<file path="src/rtl/spi_slave.sv">
`timescale 1ns/1ps
// -----------------------------------------------------------------------------
// spi_slave
//
// SPI slave with a small register interface. Received bytes go into an RX
// FIFO. One transmit byte waits in a holding register and is copied into the
// shift register when the master selects the slave, and again at every byte
// boundary. When no byte is pending, 0xFF is sent.
//
// Optional feature: define SPI_SLAVE_IRQ_EN to add the irq output. irq is a
// registered copy of (rx_valid | overrun) and is mirrored in STATUS bit 8.
//
// Parameters
//   RX_DEPTH   RX FIFO depth in bytes (power of two, 2..16)
//
// Ports
//   clk        system clock, all logic on rising edge
//   resetn     asynchronous active-low reset
//   ctrl_wr    register write request
//   ctrl_rd    register read request
//   ctrl_addr  register byte address
//                0x00 STATUS, 0x04 RXDATA, 0x08 TXDATA, 0x0C MODE
//   ctrl_wdat  write data
//   ctrl_rdat  read data, valid while ctrl_done=1
//   ctrl_done  one-cycle completion pulse for an accepted access
//   cs_n       SPI chip select from master, active low
//   sclk       SPI clock from master (at most clk/8)
//   mosi       master-out data
//   miso       slave-out data, forced to 0 while not selected
//   miso_oe    miso output enable, 1 only while selected
//   irq        interrupt (only with SPI_SLAVE_IRQ_EN)
// -----------------------------------------------------------------------------
module spi_slave #(
  parameter int RX_DEPTH = 4
) (
  input  logic        clk,
  input  logic        resetn,
  input  logic        ctrl_wr,
  input  logic        ctrl_rd,
  input  logic [7:0]  ctrl_addr,
  input  logic [31:0] ctrl_wdat,
  output logic [31:0] ctrl_rdat,
  output logic        ctrl_done,
  input  logic        cs_n,
  input  logic        sclk,
  input  logic        mosi,
  output logic        miso,
  output logic        miso_oe
`ifdef SPI_SLAVE_IRQ_EN
  ,
  output logic        irq
`endif
);

  localparam int AW = (RX_DEPTH > 1) ? $clog2(RX_DEPTH) : 1;
  localparam int CW = AW + 1;
  localparam logic [AW-1:0] PTR_ONE  = AW'(1);
  localparam logic [CW-1:0] CNT_ONE  = CW'(1);
  localparam logic [CW-1:0] CNT_FULL = CW'(RX_DEPTH);

  localparam logic [7:0] ADDR_STATUS = 8'h00;
  localparam logic [7:0] ADDR_RXDATA = 8'h04;
  localparam logic [7:0] ADDR_TXDATA = 8'h08;
  localparam logic [7:0] ADDR_MODE   = 8'h0C;

  typedef enum logic [0:0] {
    ST_IDLE   = 1'b0,
    ST_ACTIVE = 1'b1
  } xfer_state_t;

  // The STATUS count field is 4 bits wide. A full 16-deep FIFO reads back as 15.
  function automatic logic [3:0] count_field(input logic [4:0] cnt);
    logic [3:0] f;
    if (cnt > 5'd15) begin
      f = 4'hF;
    end else begin
      f = cnt[3:0];
    end
    return f;
  endfunction

  // synchronizers and edge detection
  logic       cs_meta_r, cs_sync_r, cs_prev_r;
  logic       sclk_meta_r, sclk_sync_r, sclk_prev_r;
  logic       mosi_meta_r, mosi_sync_r;
  logic [1:0] sync_fill_r;
  logic       cs_fall_s, cs_rise_s, sclk_rise_s, sclk_fall_s;
  logic       lead_s, trail_s;

  // transfer control
  xfer_state_t state_r, state_s;
  logic        start_s, stop_s, sample_s, shift_s, byte_done_s, reload_s;
  logic [1:0]  act_mode_r;
  logic [2:0]  bit_cnt_r;
  logic [7:0]  rx_shift_r, tx_shift_r, reload_byte_s, rx_byte_s;
  logic        miso_r, miso_oe_r;

  // register file
  logic [1:0]  mode_r;
  logic [7:0]  holding_r;
  logic        tx_empty_r, overrun_r;
  logic        ctrl_done_r;
  logic [31:0] ctrl_rdat_r, rd_val_s, status_s;
  logic        acc_rd_s, acc_wr_s, irq_bit_s;

  // RX FIFO
  logic [7:0]    rx_mem_r [RX_DEPTH];
  logic [AW-1:0] wr_ptr_r, rd_ptr_r;
  logic [CW-1:0] rx_count_r;
  logic          rx_valid_s, full_s, push_s, push_ok_s, pop_s;
  logic [7:0]    rx_head_s;

  // ctrl_wdat carries only an 8-bit payload
  logic unused_wdat_s;
  assign unused_wdat_s = ^ctrl_wdat[31:8];

  // Two-flop synchronizers with idle-bus reset values (cs_n=1, sclk=1).
  // sync_fill_r marks when the synchronizer holds real pin samples. Until
  // then, cs_prev_r stays 0. If cs_n is held low through reset, this blocks
  // a false falling edge after release.
  always_ff @(posedge clk or negedge resetn) begin
    if (!resetn) begin
      cs_meta_r   <= 1'b1;
      cs_sync_r   <= 1'b1;
      sclk_meta_r <= 1'b1;
      sclk_sync_r <= 1'b1;
      mosi_meta_r <= 1'b0;
      mosi_sync_r <= 1'b0;
      sync_fill_r <= 2'b00;
      cs_prev_r   <= 1'b0;
      sclk_prev_r <= 1'b1;
    end else begin
      cs_meta_r   <= cs_n;
      cs_sync_r   <= cs_meta_r;
      sclk_meta_r <= sclk;
      sclk_sync_r <= sclk_meta_r;
      mosi_meta_r <= mosi;
      mosi_sync_r <= mosi_meta_r;
      sync_fill_r <= {sync_fill_r[0], 1'b1};
      cs_prev_r   <= cs_sync_r & sync_fill_r[1];
      sclk_prev_r <= sclk_sync_r;
    end
  end

  assign cs_fall_s   = cs_prev_r & ~cs_sync_r;
  assign cs_rise_s   = ~cs_prev_r & cs_sync_r;
  assign sclk_rise_s = ~sclk_prev_r & sclk_sync_r;
  assign sclk_fall_s = sclk_prev_r & ~sclk_sync_r;
  // leading edge = sclk leaving its idle (cpol) level
  assign lead_s      = act_mode_r[1] ? sclk_fall_s : sclk_rise_s;
  assign trail_s     = act_mode_r[1] ? sclk_rise_s : sclk_fall_s;

  // Selection state register
  always_ff @(posedge clk or negedge resetn) begin
    if (!resetn) begin
      state_r <= ST_IDLE;
    end else begin
      state_r <= state_s;
    end
  end

  // Next-state logic and per-cycle transfer strobes
  always_comb begin
    state_s  = state_r;
    start_s  = 1'b0;
    stop_s   = 1'b0;
    sample_s = 1'b0;
    shift_s  = 1'b0;
    case (state_r)
      ST_IDLE: begin
        if (cs_fall_s) begin
          state_s = ST_ACTIVE;
          start_s = 1'b1;
        end else begin
          state_s = ST_IDLE;
        end
      end
      ST_ACTIVE: begin
        if (cs_rise_s) begin
          state_s = ST_IDLE;
          stop_s  = 1'b1;
        end else begin
          state_s = ST_ACTIVE;
          if (act_mode_r[0]) begin
            sample_s = trail_s;
            shift_s  = lead_s;
          end else begin
            sample_s = lead_s;
            // In cpha=0 the next byte's MSB is already on miso once a byte
            // completes, so skip the trailing edge that follows the last sample.
            shift_s  = trail_s & (bit_cnt_r != 3'd0);
          end
        end
      end
      default: begin
        state_s = ST_IDLE;
      end
    endcase
  end

  assign byte_done_s   = sample_s & (bit_cnt_r == 3'd7);
  assign rx_byte_s     = {rx_shift_r[6:0], mosi_sync_r};
  assign reload_s      = start_s | byte_done_s;
  assign reload_byte_s = tx_empty_r ? 8'hFF : holding_r;

  // Shift registers, bit counter, and the registered miso / miso_oe pins
  always_ff @(posedge clk or negedge resetn) begin
    if (!resetn) begin
      act_mode_r <= 2'b11;
      bit_cnt_r  <= 3'd0;
      rx_shift_r <= 8'h00;
      tx_shift_r <= 8'h00;
      miso_r     <= 1'b0;
      miso_oe_r  <= 1'b0;
    end else if (start_s) begin
      act_mode_r <= mode_r;
      bit_cnt_r  <= 3'd0;
      miso_oe_r  <= 1'b1;
      tx_shift_r <= reload_byte_s;
      miso_r     <= reload_byte_s[7];
    end else if (stop_s) begin
      bit_cnt_r  <= 3'd0;
      miso_oe_r  <= 1'b0;
      miso_r     <= 1'b0;
    end else begin
      if (sample_s) begin
        rx_shift_r <= rx_byte_s;
        bit_cnt_r  <= bit_cnt_r + 3'd1;
        if (byte_done_s) begin
          tx_shift_r <= reload_byte_s;
          miso_r     <= reload_byte_s[7];
        end
      end
      if (shift_s) begin
        // cpha=1 presents the current MSB at the leading edge.
        // cpha=0 already shows the MSB, so it moves on to the next bit.
        miso_r     <= act_mode_r[0] ? tx_shift_r[7] : tx_shift_r[6];
        tx_shift_r <= {tx_shift_r[6:0], 1'b0};
      end
    end
  end

  assign acc_rd_s = ctrl_rd & ~ctrl_done_r;
  assign acc_wr_s = ctrl_wr & ~ctrl_done_r;

  // RX FIFO flags and handshakes. A push into a full FIFO succeeds only when
  // a pop happens in the same cycle.
  assign rx_valid_s = (rx_count_r != {CW{1'b0}});
  assign full_s     = (rx_count_r == CNT_FULL);
  assign push_s     = byte_done_s;
  assign push_ok_s  = push_s & (~full_s | pop_s);
  assign pop_s      = acc_rd_s & (ctrl_addr == ADDR_RXDATA) & rx_valid_s;
  assign rx_head_s  = rx_valid_s ? rx_mem_r[rd_ptr_r] : 8'h00;

  // RX FIFO storage, pointers and occupancy
  always_ff @(posedge clk or negedge resetn) begin
    if (!resetn) begin
      for (int i = 0; i < RX_DEPTH; i++) begin
        rx_mem_r[i] <= 8'h00;
      end
      wr_ptr_r   <= {AW{1'b0}};
      rd_ptr_r   <= {AW{1'b0}};
      rx_count_r <= {CW{1'b0}};
    end else begin
      if (push_ok_s) begin
        rx_mem_r[wr_ptr_r] <= rx_byte_s;
        wr_ptr_r           <= wr_ptr_r + PTR_ONE;
      end
      if (pop_s) begin
        rd_ptr_r <= rd_ptr_r + PTR_ONE;
      end
      case ({push_ok_s, pop_s})
        2'b10:   rx_count_r <= rx_count_r + CNT_ONE;
        2'b01:   rx_count_r <= rx_count_r - CNT_ONE;
        default: rx_count_r <= rx_count_r;
      endcase
    end
  end

  // Holding register and tx_empty. A reload reads the old holding value.
  // A TXDATA write in the same cycle is applied after the reload, so the
  // write wins for tx_empty.
  always_ff @(posedge clk or negedge resetn) begin
    if (!resetn) begin
      holding_r  <= 8'h00;
      tx_empty_r <= 1'b1;
    end else begin
      if (reload_s) begin
        tx_empty_r <= 1'b1;
      end
      if (acc_wr_s && (ctrl_addr == ADDR_TXDATA)) begin
        holding_r  <= ctrl_wdat[7:0];
        tx_empty_r <= 1'b0;
      end
    end
  end

  // MODE register and sticky overrun. A new overrun in the same cycle as a
  // clear wins, so the event is not lost.
  always_ff @(posedge clk or negedge resetn) begin
    if (!resetn) begin
      mode_r    <= 2'b11;
      overrun_r <= 1'b0;
    end else begin
      if (acc_wr_s && (ctrl_addr == ADDR_MODE)) begin
        mode_r <= ctrl_wdat[1:0];
      end
      if (push_s && full_s && !pop_s) begin
        overrun_r <= 1'b1;
      end else if (acc_wr_s && (ctrl_addr == ADDR_STATUS) && ctrl_wdat[2]) begin
        overrun_r <= 1'b0;
      end
    end
  end

`ifdef SPI_SLAVE_IRQ_EN
  logic irq_r;

  // Interrupt follows the flags with one cycle of latency
  always_ff @(posedge clk or negedge resetn) begin
    if (!resetn) begin
      irq_r <= 1'b0;
    end else begin
      irq_r <= rx_valid_s | overrun_r;
    end
  end

  assign irq_bit_s = irq_r;
  assign irq       = irq_r;
`else
  assign irq_bit_s = 1'b0;
`endif

  assign status_s = {23'h0, irq_bit_s, count_field(5'(rx_count_r)),
                     (state_r == ST_ACTIVE), overrun_r, tx_empty_r, rx_valid_s};

  // Read mux. TXDATA is write-only and reads back as 0.
  always_comb begin
    rd_val_s = 32'h0;
    case (ctrl_addr)
      ADDR_STATUS: rd_val_s = status_s;
      ADDR_RXDATA: rd_val_s = {24'h0, rx_head_s};
      ADDR_MODE:   rd_val_s = {30'h0, mode_r};
      default:     rd_val_s = 32'h0;
    endcase
  end

  // Access completion. A request seen while ctrl_done is high is dropped.
  always_ff @(posedge clk or negedge resetn) begin
    if (!resetn) begin
      ctrl_done_r <= 1'b0;
      ctrl_rdat_r <= 32'h0;
    end else begin
      ctrl_done_r <= acc_rd_s | acc_wr_s;
      ctrl_rdat_r <= acc_rd_s ? rd_val_s : 32'h0;
    end
  end

  assign ctrl_done = ctrl_done_r;
  assign ctrl_rdat = ctrl_rdat_r;
  assign miso      = miso_r;
  assign miso_oe   = miso_oe_r;

endmodule

</file>
<file path="config.mk">
export PLATFORM = sky130hd
export DESIGN_NAME = spi_slave
export DESIGN_NICKNAME = d
export VERILOG_FILES = /design/src/rtl/spi_slave.sv
export SDC_FILE = /design/constraint.sdc
export NUM_CORES = 1
export LEC_CHECK = 0
export ABC_AREA = 1
export BUFFER_PORTS_ARGS = -buffer_cell sky130_fd_sc_hd__buf_2
export CAP_MARGIN = 0
export CORE_ASPECT_RATIO = 0.7
export CORE_UTILIZATION = 50
export DETAILED_ROUTE_END_ITERATION = 10
export PLACE_DENSITY = 0.76
export SYNTH_ARGS = -nofsm -noshare
export SYNTH_HDL_FRONTEND = slang
export SYNTH_SLANG_ARGS = --single-unit
</file>
<file path="constraint.sdc">
create_clock -name clk -period 2 [get_ports clk]
set_input_delay 0.4 -clock clk [delete_from_list [all_inputs] [get_ports clk]]
set_output_delay 0.4 -clock clk [all_outputs]
set_load 0.05 [all_outputs]
</file>
==> reports/qor.csv <==
stage,metric,value,unit
run_status,run status,"complete, but fails checks",
run_status,failing checks,setup timing,
pwr,Power Total,0.004560,W
worst_hold_path,Worst Hold Class,in2async,
sta,final period demand of the worst path,2.019,ns
clock_network,Root Buffer,sky130_fd_sc_hd__clkbuf_16,
worst_setup_path,CP Launch Point,sclk_sync_r$_DFF_PN1_,
worst_setup_path,classification of the worst setup path,reg2reg,
worst_setup_path,instance count on the critical path,10,
global_route,global route total overflow,0,
worst_setup_path,WP buf/inv,0,
global_route,GR Util met3,6.273,%
yosys,cell count after synthesis,480,
die,top-level I/O count,82,
pwr,Switch Pwr,0.001352,W
yosys,Netlist Area Pre-Place,0.004513,sq mm
worst_setup_path,CP Data Required Time,2.22,ns
worst_setup_path,cell type group with the largest total delay on the critical path,flip-flops,
clock_network,maximum buffer depth of the clock tree,2,
detailed_routing,DRC,0,
detailed_routing,Avg Vias per Cell,4.981,
final_layout,Util after Layout,61.16,%
pwr,sw frac,29.64,%
worst_setup_path,Setup crit start kind,flip-flop,
global_route,pin count of the biggest net entering global routing,41,
die,placement row count,28,
worst_setup_path,most used cell along the critical path,sky130_fd_sc_hd__nand3_2,
clock_network,maximum level of the CTS H-tree,3,
worst_setup_path,Reg-to-Reg End,rx_count_r[2]$_DFFE_PN0P_,
sta,number of hold-slack violations in the final timing report,0,
sta,pins over their slew limit,0,
worst_setup_path,last element of the critical path,rx_count_r[2]$_DFFE_PN0P_,
global_route,antenna violations before repair,0,
pwr,combinational fraction of design power,17.4,%
flow_run,reported max-cap violation count,0,
die,standard cell core area,0.008618,sq mm
yosys,part of the Yosys area used for sequential elements,51.84,%
worst_setup_path,startpoint of the lowest-slack register-to-register path,sclk_sync_r$_DFF_PN1_,
sta,share of the clock period used by the worst path after layout,101.0,%
final_layout,final-stage net count,600,
yosys,Post-synth EDFFs,0,
yosys,proportion of netlist area held by the largest area contributor,46.02,%
global_route,met1 usage,29.45,%
final_layout,filler instances,717,
pwr,Internal Pwr Total,0.003208,W
pwr,Static Leak,2.600,nW
detailed_routing,total wire length after detailed routing,9034,um
die,die footprint,0.009416,sq mm
yosys,count of warnings emitted by yosys,0,
worst_setup_path,number of cells traversed by the worst register-to-register path,10,
clock_network,TritonCTS buffer count,9,
pwr,power density over the cells,865.0,mW/mm^2
final_layout,area taken by multi-input logic gates,0.001884,sq mm
global_route,layer with the highest usage,met2,
sta,Final TNS setup,-0.03140,ns
yosys,top cell type by total area after synthesis,sky130_fd_sc_hd__dfrtp_1,
sta,final setup skew,0.006438,ns
yosys,async set-reset flop share out of synthesis,100.0,%
detailed_routing,first-pass detailed-route iteration total,4,
detailed_routing,routed length per placed instance,13.50,um
worst_setup_path,highest net fanout along the worst path,4,
pwr,Max rail drop VDD,678.8,uV
global_route,global-route wire length before repair,15040,um
worst_setup_path,element type at the critical path end,flip-flop,
placed_design,DP HPWL,6390,um
global_route,total global routing track utilization,21.53,%
final_layout,synth-to-layout area growth,16.80,%
yosys,average instance area after synthesis,9.402,sq um
die,Chip Width,115.6,um
worst_setup_path,crit-path max cell delay,0.58,ns
detailed_routing,count of routing violations after the opening detailed-route iteration,215,
yosys,library cell with the highest instance count after synthesis,sky130_fd_sc_hd__nand2_1,
global_route,number of global-route vias before repair,3137,
clock_network,CTS tree,built,
die,effective utilization at floorplan,52.37,%
global_route,met2 usage,33.29,%
pwr,part of the total power dissipated in sequential elements,47.6,%
clock_network,Worst-Skew Late Latency,0.34,ns
yosys,list of most frequent post-synthesis cells,"sky130_fd_sc_hd__nand2_1 (110), sky130_fd_sc_hd__dfrtp_1 (83), sky130_fd_sc_hd__inv_1 (44), sky130_fd_sc_hd__o21ai_0 (37), sky130_fd_sc_hd__nor2_1 (29)",
yosys,total of flip-flops plus latches after synthesis,93,
sta,FMAX,495.2,MHz
worst_setup_path,arrival time at the worst endpoint,2.24,ns
placed_design,Port Buffer Count,33,
sta,total of endpoints with negative setup slack in the final report,2,
yosys,Main synth FF type,sky130_fd_sc_hd__dfrtp_1,
clock_network,number of sinks on the clock net,93,
worst_setup_path,slowest cell on the critical path,sky130_fd_sc_hd__dfstp_2,
detailed_routing,Final ANT Viol Nets,0,
clock_network,Worst-path clk slew,0.06,ns
detailed_routing,DR vias,3332,
worst_setup_path,cells along the critical path,nand3_2 > nand3_2 > nand3_4 > nor2_8 > nand2_4 > ha_4 > fa_2 > a21oi_2 > o21ai_1 > xor2_1,
sta,worst-case setup margin in the final layout,-0.01921,ns
final_layout,storage element area,0.002341,sq mm
sta,setup repair after global routing missed its margin,yes,
yosys,count of cell types in the netlist,37,
die,Vert. Die Dim,81.49,um
final_layout,layout cells sized above 1,28.05,%
placed_design,final weighted congestion in routability-driven placement,0.8637,
yosys,leading post-synthesis cells by cell area,"sky130_fd_sc_hd__dfrtp_1 (46%), sky130_fd_sc_hd__nand2_1 (9.1%), sky130_fd_sc_hd__dfstp_2 (5.8%)",
pwr,Clock Power Share,35.0,%
sta,Worst Hold Margin,0.006061,ns
worst_setup_path,setup slack on the worst flop-to-flop path,-0.02,ns
final_layout,Inserted Diodes,0,
[cell type report]
type | count | area share [%]
flip-flops and latches | 93 | 44.41
multi-input cells | 325 | 35.75
repair buffers | 67 | 8.260
clock buffers | 13 | 4.937
inverters | 48 | 3.418
well taps | 120 | 2.848
clock inverters | 3 | 0.3798
[what timing repair did]
item / CTS / global route
hold buffers: 0 / 0
pin swaps: 4 / 0
gates cloned: 0 / 0
endpoints found under the setup margin: 2 / 10
gates resized for setup: 4 / 2
buffers inserted: 2 / 1
[worst min-delay path by stage]
stage	start	end	slack (ns)	cells past startpoint
2_1_floorplan	resetn	bit_cnt_r[0]$_DFFE_PN0P_	0.10	0
3_3_place_gp	sync_fill_r[0]$_DFF_PN0_	sync_fill_r[1]$_DFF_PN0_	0.33	0
3_5_place_dp	sync_fill_r[0]$_DFF_PN0_	sync_fill_r[1]$_DFF_PN0_	0.35	0
4_1_cts	resetn	sync_fill_r[1]$_DFF_PN0_	0.009	1
5_1_grt	resetn	sync_fill_r[1]$_DFF_PN0_	0.03	1
6_report	resetn	holding_r[7]$_DFFE_PN0P_	0.006	1
[layer usage]
| layer | share of wire (%) | up-vias |
|---|---|---|
| li1 | - | 1635 |
| met1 | 48 | 1604 |
| met2 | 46 | 84 |
| met3 | 5.1 | 9 |
| met4 | 1.2 | 0 |
| met5 | 0 | - |
[sequential cells by signal, summed over array words and instances, names as in the netlist, 2 cells and up]
name and cells:
sync_fill_r 2, mode_r 2, rx_shift_r 7, holding_r 8
rx_count_r 3, rx_mem_r 32, wr_ptr_r 2, act_mode_r 2
tx_shift_r 8, bit_cnt_r 3, rd_ptr_r 2, ctrl_rdat 8
[cells in the final DEF (no fill, tap or decap), drive strengths merged, types with 3 or more instances in the layout]
cell,n
xor2,4
mux2,7
dfrtp,83
nor2,32
ha,8
dfstp,10
inv,48
nor3,5
a22oi,3
nand4,5
nand2,116
buf,67
conb,25
o21ai,69
clkbuf,13
o22ai,9
nand3,28
a21oi,8
[per-stage QoR]
step	std cells	instance area, sq um	worst slack, ns
6_report	669	5271	-0.01921
5_1_grt	669	5271	-0.09214
4_1_cts	668	5254	-0.01910
3_3_place_gp	650	4950	-0.09467
2_1_floorplan	503	4653	-0.07576
3_5_place_dp	650	4950	-0.1464
[power by group through the flow]
stage	clock network (W)	registers, W	logic, W
2_1_floorplan	0	0.00224	0.000521
3_3_place_gp	0	0.00219	0.000753
3_5_place_dp	0	0.00220	0.000782
4_1_cts	0.00163	0.00217	0.000788
5_1_grt	0.00170	0.00219	0.000881
6_report	0.00160	0.00217	0.000793
[worst register-to-register path, cell delays in order, from the launching register on]
cell	delay, ns
sky130_fd_sc_hd__dfstp_2	0.58
sky130_fd_sc_hd__nand3_2	0.10
sky130_fd_sc_hd__nand3_2	0.10
sky130_fd_sc_hd__nand3_4	0.11
sky130_fd_sc_hd__nor2_8	0.11
sky130_fd_sc_hd__nand2_4	0.07
sky130_fd_sc_hd__ha_4	0.16
sky130_fd_sc_hd__fa_2	0.34
sky130_fd_sc_hd__a21oi_2	0.12
sky130_fd_sc_hd__o21ai_1	0.08
sky130_fd_sc_hd__xor2_1	0.14
[kinds of logic after synthesis]
group	count (synthesis)	share of synthesized area (%)
other	2	0.1664
buffers and inverters	85	9.897
flip-flops	93	51.84
AO/OA/AOI/OAI	92	12.36
multiplexers	7	1.747
adder cells (fa/ha/maj)	9	2.662
XOR/XNOR	5	0.9703
AND/OR/NAND/NOR	187	20.35
Note: power is estimated with default switching activity, not from simulation.
